**config.mk**
```make
export PLATFORM = sky130hd
export DESIGN_NAME = prng_byte_packer
export DESIGN_NICKNAME = d
export VERILOG_FILES = /design/src/rtl/prng_byte_packer.sv
export SDC_FILE = /design/constraint.sdc
export NUM_CORES = 1
export LEC_CHECK = 0
export ABC_CLOCK_PERIOD_IN_PS = 4350
export CAP_MARGIN = 15
export CORE_MARGIN = 2
export CORE_UTILIZATION = 56
export CTS_CLUSTER_SIZE = 14
export DETAILED_ROUTE_END_ITERATION = 12
export GPL_TIMING_DRIVEN = 0
export PLACE_DENSITY = 0.86
export SYNTH_ARGS = -nofsm -noshare
export SYNTH_HDL_FRONTEND = slang
export SYNTH_SLANG_ARGS = --single-unit
```
**constraint.sdc**
```tcl
create_clock -name clk -period 4.35 [get_ports clk]
set_input_delay 0.435 -clock clk [delete_from_list [all_inputs] [get_ports clk]]
set_output_delay 0.435 -clock clk [all_outputs]
set_load 0.05 [all_outputs]
```
**src/rtl/prng_byte_packer.sv**
```systemverilog
// Packs a serial LFSR bit stream LSB-first into WIDTH-bit words and buffers
// them in a 2-entry in-order FIFO with a saturating overflow drop counter.
module prng_byte_packer #(
    parameter int unsigned WIDTH = 8
) (
    input  logic             clk,
    input  logic             _rst,
    input  logic             bit_in,
    input  logic             bit_en,
    input  logic             sync_clr,
    output logic [WIDTH-1:0] data_out,
    output logic             data_valid,
    input  logic             data_ready,
    output logic [1:0]       fifo_cnt,
    output logic [7:0]       drop_cnt
);

    localparam int unsigned IW = (WIDTH > 1) ? $clog2(WIDTH) : 1;
    localparam logic [IW-1:0] LAST_IDX = IW'(WIDTH - 1);

    logic [IW-1:0]    bit_idx_q, bit_idx_d;
    logic [WIDTH-1:0] partial_q, partial_d;
    logic [WIDTH-1:0] head_q, head_d;
    logic [WIDTH-1:0] tail_q, tail_d;
    logic [1:0]       cnt_q, cnt_d;
    logic [7:0]       drop_q, drop_d;

    logic [WIDTH-1:0] word;
    logic             push;
    logic             pop;

    always_comb begin
        word      = partial_q;
        word[bit_idx_q] = bit_in;
        push      = bit_en && (bit_idx_q == LAST_IDX);
        pop       = (cnt_q != 2'd0) && data_ready;

        bit_idx_d = bit_idx_q;
        partial_d = partial_q;
        head_d    = head_q;
        tail_d    = tail_q;
        cnt_d     = cnt_q;
        drop_d    = drop_q;

        if (bit_en) begin
            if (push) begin
                bit_idx_d = '0;
                partial_d = '0;
            end else begin
                bit_idx_d = bit_idx_q + 1'b1;
                partial_d = word;
            end
        end

        // Empty slots are kept at zero so data_out reads 0 with no valid word.
        unique case (cnt_q)
            2'd0: begin
                if (push) begin
                    head_d = word;
                    cnt_d  = 2'd1;
                end
            end
            2'd1: begin
                if (push && pop) begin
                    head_d = word;
                end else if (push) begin
                    tail_d = word;
                    cnt_d  = 2'd2;
                end else if (pop) begin
                    head_d = '0;
                    cnt_d  = 2'd0;
                end
            end
            default: begin
                if (push && pop) begin
                    head_d = tail_q;
                    tail_d = word;
                end else if (push) begin
                    if (drop_q != 8'hFF) drop_d = drop_q + 8'd1;
                end else if (pop) begin
                    head_d = tail_q;
                    tail_d = '0;
                    cnt_d  = 2'd1;
                end
            end
        endcase

        if (sync_clr) begin
            bit_idx_d = '0;
            partial_d = '0;
            head_d    = '0;
            tail_d    = '0;
            cnt_d     = 2'd0;
            drop_d    = '0;
        end
    end

    always_ff @(posedge clk or negedge _rst) begin
        if (!_rst) begin
            bit_idx_q <= '0;
            partial_q <= '0;
            head_q    <= '0;
            tail_q    <= '0;
            cnt_q     <= 2'd0;
            drop_q    <= '0;
        end else begin
            bit_idx_q <= bit_idx_d;
            partial_q <= partial_d;
            head_q    <= head_d;
            tail_q    <= tail_d;
            cnt_q     <= cnt_d;
            drop_q    <= drop_d;
        end
    end

    assign data_out   = head_q;
    assign data_valid = (cnt_q != 2'd0);
    assign fifo_cnt   = cnt_q;
    assign drop_cnt   = drop_q;

endmodule

```
### After elaboration in Yosys (flattened, before gate mapping)

Index checks and enable logic that the tools add are counted.

* register bits: 37
* input port bits: 6
* output and inout bits: 19
* word-level logic and storage cells: 76

* add/subtract/negate cells: 2
* $lt $le $gt $ge: 2
* equality and inequality tests: 16
* muxes and demuxes: 35
* reduce and logical (&&, ||, !) cells: 15

Operators by type and width (count)
* 2-to-1 mux 8 bit: 18
* one-hot mux 8 bit (2 select lines): 2
* 2-to-1 mux 2 bit: 8
* != test 4 x 2 -> 1 bit (second input constant): 3
* != test 4 bit (second input constant): 3
* AND reduction 5 bit: 2
* 2-to-1 mux 3 bit: 3
* != test 3 bit (second input constant): 3
* adder 8 x 1 -> 8 bit (second input constant): 1
* bitwise mux 8 bit: 1
* != test 8 bit (second input constant): 1
* nonzero test 2 bit: 4
* AND reduction 6 bit: 1
* logical AND 1 bit: 4
* < comparator 3 x 4 -> 1 bit (second input constant): 1
* != test 2 bit (second input constant): 2
* one-hot mux 2 bit (2 select lines): 1
* AND reduction 4 bit: 1
* nonzero test 4 bit: 1
* adder 3 x 1 -> 3 bit (second input constant): 1
* demux 1 bit (select 3 bit): 1
* equality test 3 bit (second input constant): 1
* >= comparator 3 x 1 -> 1 bit (second input constant): 1
* != test 3 x 2 -> 1 bit (second input constant): 1
* other kinds (5): 5

### Depth between registers and ports, before layout

Gate-level depths: netlist of the first run.

* depth in word-level cells: 9
* gate-level depth with buffers: 7
* depth with buffers taken out: 6

### Worst setup path after synthesis of the first run

No wires, ideal clock.

* path kind: reg2reg
* start point: register cnt_q[1] (netlist: fifo_cnt[1])
* end point: register head_q[2] (netlist: data_out[2])
* arrival time: 1.839 ns
* data required time: 4.214 ns
* slack: 2.375 ns
* cell stages (with the launch flop): 6
* buffers on the path: 1
* clock period less this slack: 1.975 ns
* cells stage by stage: dfrtp_1 > buf_6 > or2_1 > o21a_1 > a221oi_1 > nor3_1

* longest elaborated chain between the ends: 6
* elaborated cells on any way between the ends: 15
* classes of those cells: 5 x eq/ne; 4 x mux; 6 x reduce/logical

Ends and longest elaborated chain
* start: declaration: line 25 `logic [1:0] cnt_q, cnt_d;`
* start signal: assignment: line 111 `cnt_q <= cnt_d;`
* nonzero test 2 bit (*)
* net data_valid: line 12 `output logic data_valid,`
* logical AND 1 bit (*): line 36 `pop = (cnt_q != 2'd0) && data_ready;`
* logical AND 1 bit: line 64, 75
* 2-to-1 mux 8 bit (on tied branches): line 75, 64
* one-hot mux 8 bit (2 select lines): line 56 `unique case (cnt_q)`
* 2-to-1 mux 8 bit: line 88 `if (sync_clr) begin`
* end signal: assignment: line 102 `head_q <= '0;`
* end signal: assignment: line 109 `head_q <= head_d;`
* end: declaration: line 23 `logic [WIDTH-1:0] head_q, head_d;`

The timed path passes the listed nets; every way through them passes the cells marked *.
A chain may end at the register's enable or synchronous reset.

### Final worst setup path of the first run

* start point: register cnt_q[1] (netlist: fifo_cnt[1])
* end point: output port data_valid

* longest elaborated chain between the ends: 1

Ends and longest elaborated chain
* nonzero test 2 bit: line 117 `assign data_valid = (cnt_q != 2'd0);`
* end: declaration: line 12

No other way between the ends.

==> results of run 1 <==
==> worst register-to-register path, cell delays in order, from the launching register on <==
cell and delay, ps:
dfrtp_1 380, ha_1 170, ha_1 310, nand3_1 110
a21oi_1 550, a221oi_1 170, nor3_1 210
==> layer usage <==
metal  global-route usage  wire (um)  vias to the layer above
li1                     -          -                      779
met1                0.290       1870                      769
met2                0.380       1950                       40
met3               0.0554        178                        7
met4               0.0951         96                        0
met5                    0          0                        -
==> power by group <==
part / internal (mW) / switching (mW) / total (mW)
clock network: 0.178 / 0.122 / 0.300
logic: 0.0169 / 0.0320 / 0.0489
registers: 0.347 / 0.00160 / 0.348
==> stage by stage <==
step | area [sq um] | utilization
floorplan | 1970 | -
global placement | 2250 | 0.670
detailed placement | 2250 | 0.668
CTS | 2350 | 0.699
global route | 2350 | 0.699
finish | 2350 | 0.699
==> kinds of logic (layout without fill, tap and decap cells) <==
family / Yosys count / after routing / share of synthesized area
muxes: 11 / 11 / 0.0608
buffers and inverters: 14 / 44 / 0.0406
and+or+nand+nor: 90 / 90 / 0.239
adders and majority gates: 3 / 3 / 0.0190
DFF: 37 / 37 / 0.469
AOI/OAI and AO/OA: 42 / 42 / 0.150
xor gates and xnor gates: 5 / 5 / 0.0222
==> final cells by class <==
class | instances | area, sq um | share of cell area
multi-input cells | 151 | 968 | 0.412
plain buffers | 13 | 76.3 | 0.0325
clock buffers | 5 | 37.5 | 0.0160
clock inverters | 3 | 65.1 | 0.0277
flip-flops and latches | 37 | 926 | 0.394
inverters | 1 | 3.75 | 0.00160
well taps | 46 | 57.6 | 0.0245
repair buffers | 22 | 215 | 0.0916
==> state kept, by name, indices dropped and copies added, names as in the netlist <==
signal     cells
data_out       8
fifo_cnt       2
tail_q         8
bit_idx_q      3
drop_cnt       8
partial_q      8
==> synth_stat cells (2+ instances only) <==
master	instances
nor2_1	30
nand2b_1	9
mux2i_1	3
o21ai_0	8
nor2b_1	10
clkbuf_1	5
xor2_1	5
nand2_1	9
ha_1	3
o21ai_1	2
nand3_1	4
mux2_2	8
or4_1	2
nand3b_1	3
and3_1	2
nor3b_1	4
nand4_1	2
a221oi_1	8
a22o_1	2
dfrtp_1	37
nor3_1	10
o211ai_1	2
buf_2	4
a21oi_1	13
buf_6	3
==> final timing paths <==
path | to | slack (ps)
worst min-delay path | tail_q[0] | 150
worst max-delay path | data_valid | 1980
worst max register to register | data_out[3] | 2390
max in group asynchronous | partial_q[5] | 3690
min in group clk | fifo_cnt[1] | 380
worst min register to register | tail_q[4] | 500
==> flow_summary_export.csv, run 1 <==
group,metric,value,unit
sta,drv_slew,0,
worst_setup_path,worstPathMaxFanout,10,
worst_setup_path,r2r_start,"bit_idx_q[0]",
worst_setup_path,endpoint_kind,"output pin",
synth,mappedNetlistArea,0.00197,sq mm
worst_setup_path,path_class,"flop to output pin",
worst_setup_path,cp_slowest_cell,"clkdlybuf4s50_1",
worst_setup_path,crit_buf_inv,2,
worst_setup_path,cp-startpoint,"fifo_cnt[1]",
die,die_h,63.4,um
synth,yosysTopAreaCell,"dfrtp_1",
synth,syn_nets,211,
sta,post-route-period-util,0.545,
job,cap_viol_max_count,0,
outcome,status,"complete, no violations",
synth,synth_area_leaders,"dfrtp_1 47%, nor2_1 5.7%, mux2_2 4.6%",
pwr,p_leak,1.02,nW
sta,tns,0,ps
cts,cts_setup_buffers,0,
sta,whs,152,ps
pwr,power_per_cell_area,297,mW/mm^2
die,coreArea,0.00336,sq mm
sta,setup_viol,0,
cells_and_area,syn2layout_area_growth,19.0,%
synth,synth_ff_type,"dfrtp_1",
synth,synth_edf_count,0,
cells_and_area,most-common-layout-cells,"37 x dfrtp_1, 30 x nor2_1, 21 x clkdlybuf4s50_1, 13 x a21oi_1",
cts,cts-hold-fix-buffers,0,
global_route,antenna_found_initial,0,
worst_setup_path,path_cells,"buf_6 -> or2_1 -> clkdlybuf4s50_1",
worst_setup_path,cpPeakStageDelay,710,ps
placed_design,gp_congestion,0.774,
placed_design,place_ws,2150,ps
sta,finalHoldViolCount,0,
cells_and_area,fin_nets,240,
sta,relSlewSlack,0.460,
die,dieArea,0.00402,sq mm
synth,syn-mean-instance-area,9.77,sq um
routing,num_vias,1595,
worst_setup_path,start_kind,"flop",
cts,cts_max_path_buffers,2,
global_route,grt_pass1_vias,1559,
global_route,grt_pass1_wl,7.20,mm
cells_and_area,layout-drive-gt1-share,0.121,
routing,wl_per_cell,14.7,um
synth,ys_types,39,
worst_setup_path,rr_worst_depth,6,
die,die_x,63.4,um
synth,synthArstFlopShare,1.00,
routing,drc,0,
pwr,irDropWorstVdd,0.202,mV
global_route,grt.total_usage,0.231,
placed_design,dpl.cell_count,270,
sta,finalCriticalPeriod,2370,ps
sta,fin_skew,9.65,ps
synth,seq_area_frac_synth,0.469,
pwr,total_power,697,uW
cts,clock-sinks,37,
sta,worst_slack,1980,ps
hold_path,hold_class,"primary input to async pin",
cts,clk_pin_slew,120,ps
cells_and_area,fill_cells,282,
synth,syn-instance-count,202,
routing,wl,4.09,mm
cts,clock_latency,360,ps
synth,ys_warn_count,0,
routing,via_per_inst,5.74,
sta,max_freq,421,MHz
die,num_rows,21,
cts,cts-root-buf,"clkbuf_4",
worst_setup_path,critPathTopFamily,"buffers and inverters",
worst_setup_path,required,3910,ps
cells_and_area,antenna_cells,0,
die,io_pins,25,
routing,ant_nets,0,
synth,ys_ff_latch,37,
cells_and_area,final_common_cell,"dfrtp_1",
die,start_util,0.587,
cts,cts_buffers,5,
routing,drtIter0Drc,114,
cells_and_area,stdcell_count,278,
sta,worst-slew-pin-transition,810,ps
routing,drt_first_pass_iters,4,
worst_setup_path,worst-path-stages,3,
global_route,grt-ovfl-total,0,
placed_design,place_hpwl,2.79,mm
global_route,grt_start_max_net_pins,38,
cts,cts_repair_resize_count,0,
cts,cts_tree,"yes",
placed_design,port_buffers,22,
cts,cts_max_level,2,
worst_setup_path,crit_arrival,1940,ps
synth,synth_top_area_share,0.469,
sta,rsz0062_at_grt,"no",
Note: power is estimated with default switching activity, not from simulation.
==> inputs of run 2 (changes only) <==
ABC_CLOCK_PERIOD_IN_PS = 2400   (was 4350)
CORE_UTILIZATION = 55   (was 56)
PLACE_DENSITY = 0.84   (was 0.86)
clock period = 2.4 ns   (was 4.35 ns; I/O delays follow)
==> flow_summary_export.csv, run 2 (synthesis gave the netlist of run 1 again) <==
group,metric,value,unit
placed_design,gp_congestion,0.781,
cts,clk_pin_slew,110,ps
placed_design,place_hpwl,2.84,mm
routing,drtIter0Drc,121,
routing,via_per_inst,5.52,
pwr,p_leak,0.999,nW
die,dieArea,0.00409,sq mm
cells_and_area,stdcell_count,279,
routing,num_vias,1539,
placed_design,place_ws,419,ps
sta,drv_slew,0,
global_route,grt_pass1_wl,6.78,mm
global_route,grt_pass1_vias,1469,
sta,worst-slew-pin-transition,802,ps
die,coreArea,0.00339,sq mm
worst_setup_path,critPathTopFamily,"buffers and inverters",
cells_and_area,layout-drive-gt1-share,0.120,
die,die_h,63.9,um
pwr,power_per_cell_area,449,mW/mm^2
pwr,irDropWorstVdd,0.370,mV
pwr,total_power,1.04,mW
cells_and_area,finalInstanceArea,0.00231,sq mm
placed_design,post_dp_cell_area,0.00225,sq mm
cells_and_area,syn2layout_area_growth,17.1,%
worst_setup_path,path_class,"flop to output pin",
worst_setup_path,crit_arrival,1950,ps
routing,ant_nets,0,
placed_design,port_buffers,22,
worst_setup_path,path_cells,"buf_6 -> or2_1 -> clkdlybuf4s50_1",
die,num_rows,21,
sta,finalCriticalPeriod,2190,ps
cts,cts-hold-fix-buffers,1,
sta,setup_viol,0,
cells_and_area,finish.utilization,0.682,
cells_and_area,antenna_cells,0,
sta,worst_slack,211,ps
sta,post-route-period-util,0.912,
global_route,grt.total_usage,0.216,
cells_and_area,most-common-layout-cells,"37 x dfrtp_1, 30 x nor2_1, 21 x clkdlybuf4s50_1, 13 x a21oi_1",
sta,max_freq,457,MHz
cts,cts_max_level,2,
worst_setup_path,crit_buf_inv,2,
cells_and_area,final_common_cell,"dfrtp_1",
routing,drc,0,
worst_setup_path,cp_slowest_cell,"clkdlybuf4s50_1",
routing,wl,4.00,mm
cts,cts-root-buf,"clkbuf_4",
cells_and_area,fin_nets,241,
outcome,status,"complete, no violations",
global_route,grt_start_max_net_pins,38,
sta,fin_skew,11.7,ps
sta,whs,196,ps
hold_path,hold_class,"primary input to flop",
worst_setup_path,cpPeakStageDelay,710,ps
global_route,grt-ovfl-total,0,
sta,rsz0062_at_grt,"no",
cts,cts_setup_buffers,0,
routing,wl_per_cell,14.3,um
sta,relSlewSlack,0.465,
cts,cts_tree,"yes",
worst_setup_path,endpoint_kind,"output pin",
die,die_x,63.9,um
placed_design,dpl.cell_count,270,
cts,clock-sinks,37,
cts,clock_latency,350,ps
worst_setup_path,start_kind,"flop",
worst_setup_path,reg2reg_slack,450,ps
routing,drt_first_pass_iters,4,
worst_setup_path,worstPathMaxFanout,10,
die,io_pins,25,
die,start_util,0.583,
cts,cts_buffers,5,
cts,cts_repair_resize_count,0,
sta,finalHoldViolCount,0,
worst_setup_path,required,2160,ps
global_route,antenna_found_initial,0,
sta,tns,0,ps
cts,cts_max_path_buffers,2,
job,cap_viol_max_count,0,
[run 2: cell types whose count changed in the layout (fill, tap and decap cells not counted), sizes merged]
cell	previous run	this run
bufinv	2	0
clkinvlp	0	1
clkinv	1	2
dlygate4sd3	0	1
[run 2: worst register-to-register path: cells and delay by family, from the launching register on]
| family | cells | cell delay, ps |
|---|---|---|
| flip-flops | 1 | 360 |
| AO/OA/AOI/OAI | 2 | 720 |
| adder cells (fa/ha/maj) | 2 | 450 |
| AND/OR/NAND/NOR | 2 | 340 |
[run 2: layout make-up]
cell class / count / area (sq um)
timing repair buffer: 23 / 225
clock inverter: 3 / 17.5
multi-input combinational: 151 / 968
inverter: 1 / 3.75
sequential: 37 / 926
buffer: 13 / 76.3
clock buffer: 5 / 37.5
tap: 46 / 57.6
fill: 270 / 1080
[run 2: final timing paths]
kind	depth (start not counted)	end	startpoint
min in group asynchronous	2	drop_cnt[5]	_rst
hold / removal	3	fifo_cnt[1]	data_ready
setup / recovery	3	data_valid	fifo_cnt[1]
hold reg to reg	2	tail_q[1]	tail_q[1]
max in group asynchronous	2	partial_q[3]	_rst
setup reg to reg	6	data_out[0]	bit_idx_q[1]
[run 2: power breakdown]
| part | internal (mW) | switching (mW) | leakage, nW |
|---|---|---|---|
| registers | 0.629 | 0.00264 | 0.515 |
| logic | 0.0316 | 0.0575 | 0.454 |
| clock network | 0.110 | 0.209 | 0.0310 |
| total | 0.771 | 0.269 | 0.999 |
[run 2: routing by layer]
metal	global-route usage	vias to the layer above	wire length (um)
met4	0.0924	0	38
li1	-	783	-
met1	0.280	721	1830
met5	0	-	0
met2	0.342	31	1960
met3	0.0546	4	171
==> inputs of run 3 (changes only) <==
CAP_MARGIN = 10   (was 15)
SLEW_MARGIN = 25   (was default)
==> flow_summary_export.csv, run 3 (synthesis gave the netlist of run 1 again) <==
group,metric,value,unit
sta,finalCriticalPeriod,2180,ps
worst_setup_path,rr_worst_depth,6,
pwr,clkPwrFrac,0.312,
worst_setup_path,worstPathMaxFanout,10,
routing,num_vias,1563,
die,num_rows,21,
cts,cts_max_level,2,
global_route,grt-ovfl-total,0,
worst_setup_path,start_kind,"flop",
cells_and_area,most-common-layout-cells,"37 x dfrtp_1, 30 x nor2_1, 21 x clkdlybuf4s50_1, 13 x a21oi_1",
placed_design,place_hpwl,2.96,mm
worst_setup_path,path_class,"flop to output pin",
cts,clock_latency,350,ps
cells_and_area,fin_nets,242,
die,coreArea,0.00339,sq mm
pwr,power_per_cell_area,452,mW/mm^2
global_route,grt_pass1_wl,7.07,mm
cells_and_area,syn2layout_area_growth,18.1,%
global_route,grt_pass1_vias,1525,
die,die_x,63.9,um
routing,wl,4.12,mm
cts,cts_tree,"yes",
hold_path,hold_class,"primary input to flop",
sta,tns,0,ps
sta,max_freq,458,MHz
sta,finalHoldViolCount,0,
die,dieArea,0.00409,sq mm
cts,cts_setup_buffers,0,
sta,drv_slew,0,
worst_setup_path,crit_arrival,1940,ps
sta,relSlewSlack,0.603,
pwr,pwr-share-comb,0.089,
pwr,p_leak,1.01,nW
cts,clock-sinks,37,
pwr,irDropWorstVdd,0.287,mV
global_route,grt_start_max_net_pins,29,
sta,worst-slew-pin-transition,596,ps
pwr,p_int,774,uW
hold_path,holdPathStages,3,
routing,drtIter0Drc,73,
pwr,swShare,0.265,
placed_design,post_dp_cell_area,0.00227,sq mm
placed_design,gp_congestion,0.781,
job,cap_viol_max_count,0,
cts,clk_pin_slew,110,ps
routing,drt_first_pass_iters,4,
cts,cts_max_path_buffers,2,
cells_and_area,finalInstanceArea,0.00233,sq mm
pwr,p_sw,279,uW
cells_and_area,final_common_cell,"dfrtp_1",
routing,wl_per_cell,14.7,um
sta,rsz0062_at_grt,"no",
sta,fin_skew,2.53,ps
die,io_pins,25,
pwr,pwr-share-seq,0.600,
sta,post-route-period-util,0.910,
global_route,antenna_found_initial,0,
die,die_h,63.9,um
sta,setup_viol,0,
cts,cts-root-buf,"clkbuf_4",
worst_setup_path,required,2160,ps
cells_and_area,fill_cells,266,
routing,ant_nets,0,
cells_and_area,antenna_cells,0,
routing,drc,0,
placed_design,port_buffers,22,
worst_setup_path,endpoint_kind,"output pin",
routing,via_per_inst,5.58,
cells_and_area,layout-drive-gt1-share,0.124,
global_route,grt.total_usage,0.223,
outcome,status,"complete, no violations",
cts,cts_buffers,5,
die,start_util,0.583,
==> run 3: worst paths after layout <==
path	startpoint	to	slack [ps]
worst max-delay path	fifo_cnt[1]	data_valid	220
worst min-delay path	data_ready	fifo_cnt[1]	190
worst max register to register	bit_idx_q[1]	data_out[0]	450
worst min register to register	tail_q[1]	tail_q[1]	500
max in group asynchronous	_rst	data_out[5]	1720
min in group asynchronous	_rst	bit_idx_q[2]	270
==> run 3: cell type report <==
type	instances	area, sq um	area share
Timing Repair Buffer	24	245	0.105
Clock buffer	5	37.5	0.0161
Multi-Input combinational cell	151	968	0.415
Sequential cell	37	926	0.397
Clock inverter	3	17.5	0.00751
Tap cell	46	57.6	0.0247
Inverter	1	3.75	0.00161
Buffer	13	76.3	0.0327
==> run 3: per-layer routing <==
metal | part of all wire | wire, um | track usage
met3 | 0.041 | 169 | 0.0370
met2 | 0.48 | 1960 | 0.349
met5 | 0 | 0 | 0
met4 | 0.021 | 87 | 0.120
met1 | 0.46 | 1900 | 0.295
==> run 3: worst max-delay path: stages (launching register included) <==
cell and delay [ps]:
dfrtp_1 450, buf_6 170, or2_1 260, clkdlybuf4s50_1 710
==> run 3: power by group through the flow <==
stage	clock network, mW	logic [mW]	registers, mW
2_1_floorplan	0	0.0549	0.643
3_3_place_gp	0	0.0876	0.643
3_5_place_dp	0	0.0929	0.644
4_1_cts	0.340	0.0945	0.631
5_1_grt	0.376	0.104	0.632
6_report	0.328	0.0936	0.632
==> run 3: repair_timing <==
item | CTS | global route
gates resized for setup | 0 | 0
hold buffers | 1 | 0
endpoints found under the hold margin | 34 | 0
==> run 3: per-stage QoR <==
step | utilization | worst slack, ps | hold WS, ps | power (mW) | cells
2_1_floorplan | - | 425 | -55.6 | 0.698 | 202
3_3_place_gp | 0.664 | 285 | 462 | 0.731 | 270
3_5_place_dp | 0.669 | 405 | 116 | 0.736 | 271
4_1_cts | 0.688 | 202 | 184 | 1.07 | 280
5_1_grt | 0.688 | 141 | 217 | 1.11 | 280
6_report | 0.688 | 216 | 193 | 1.05 | 280
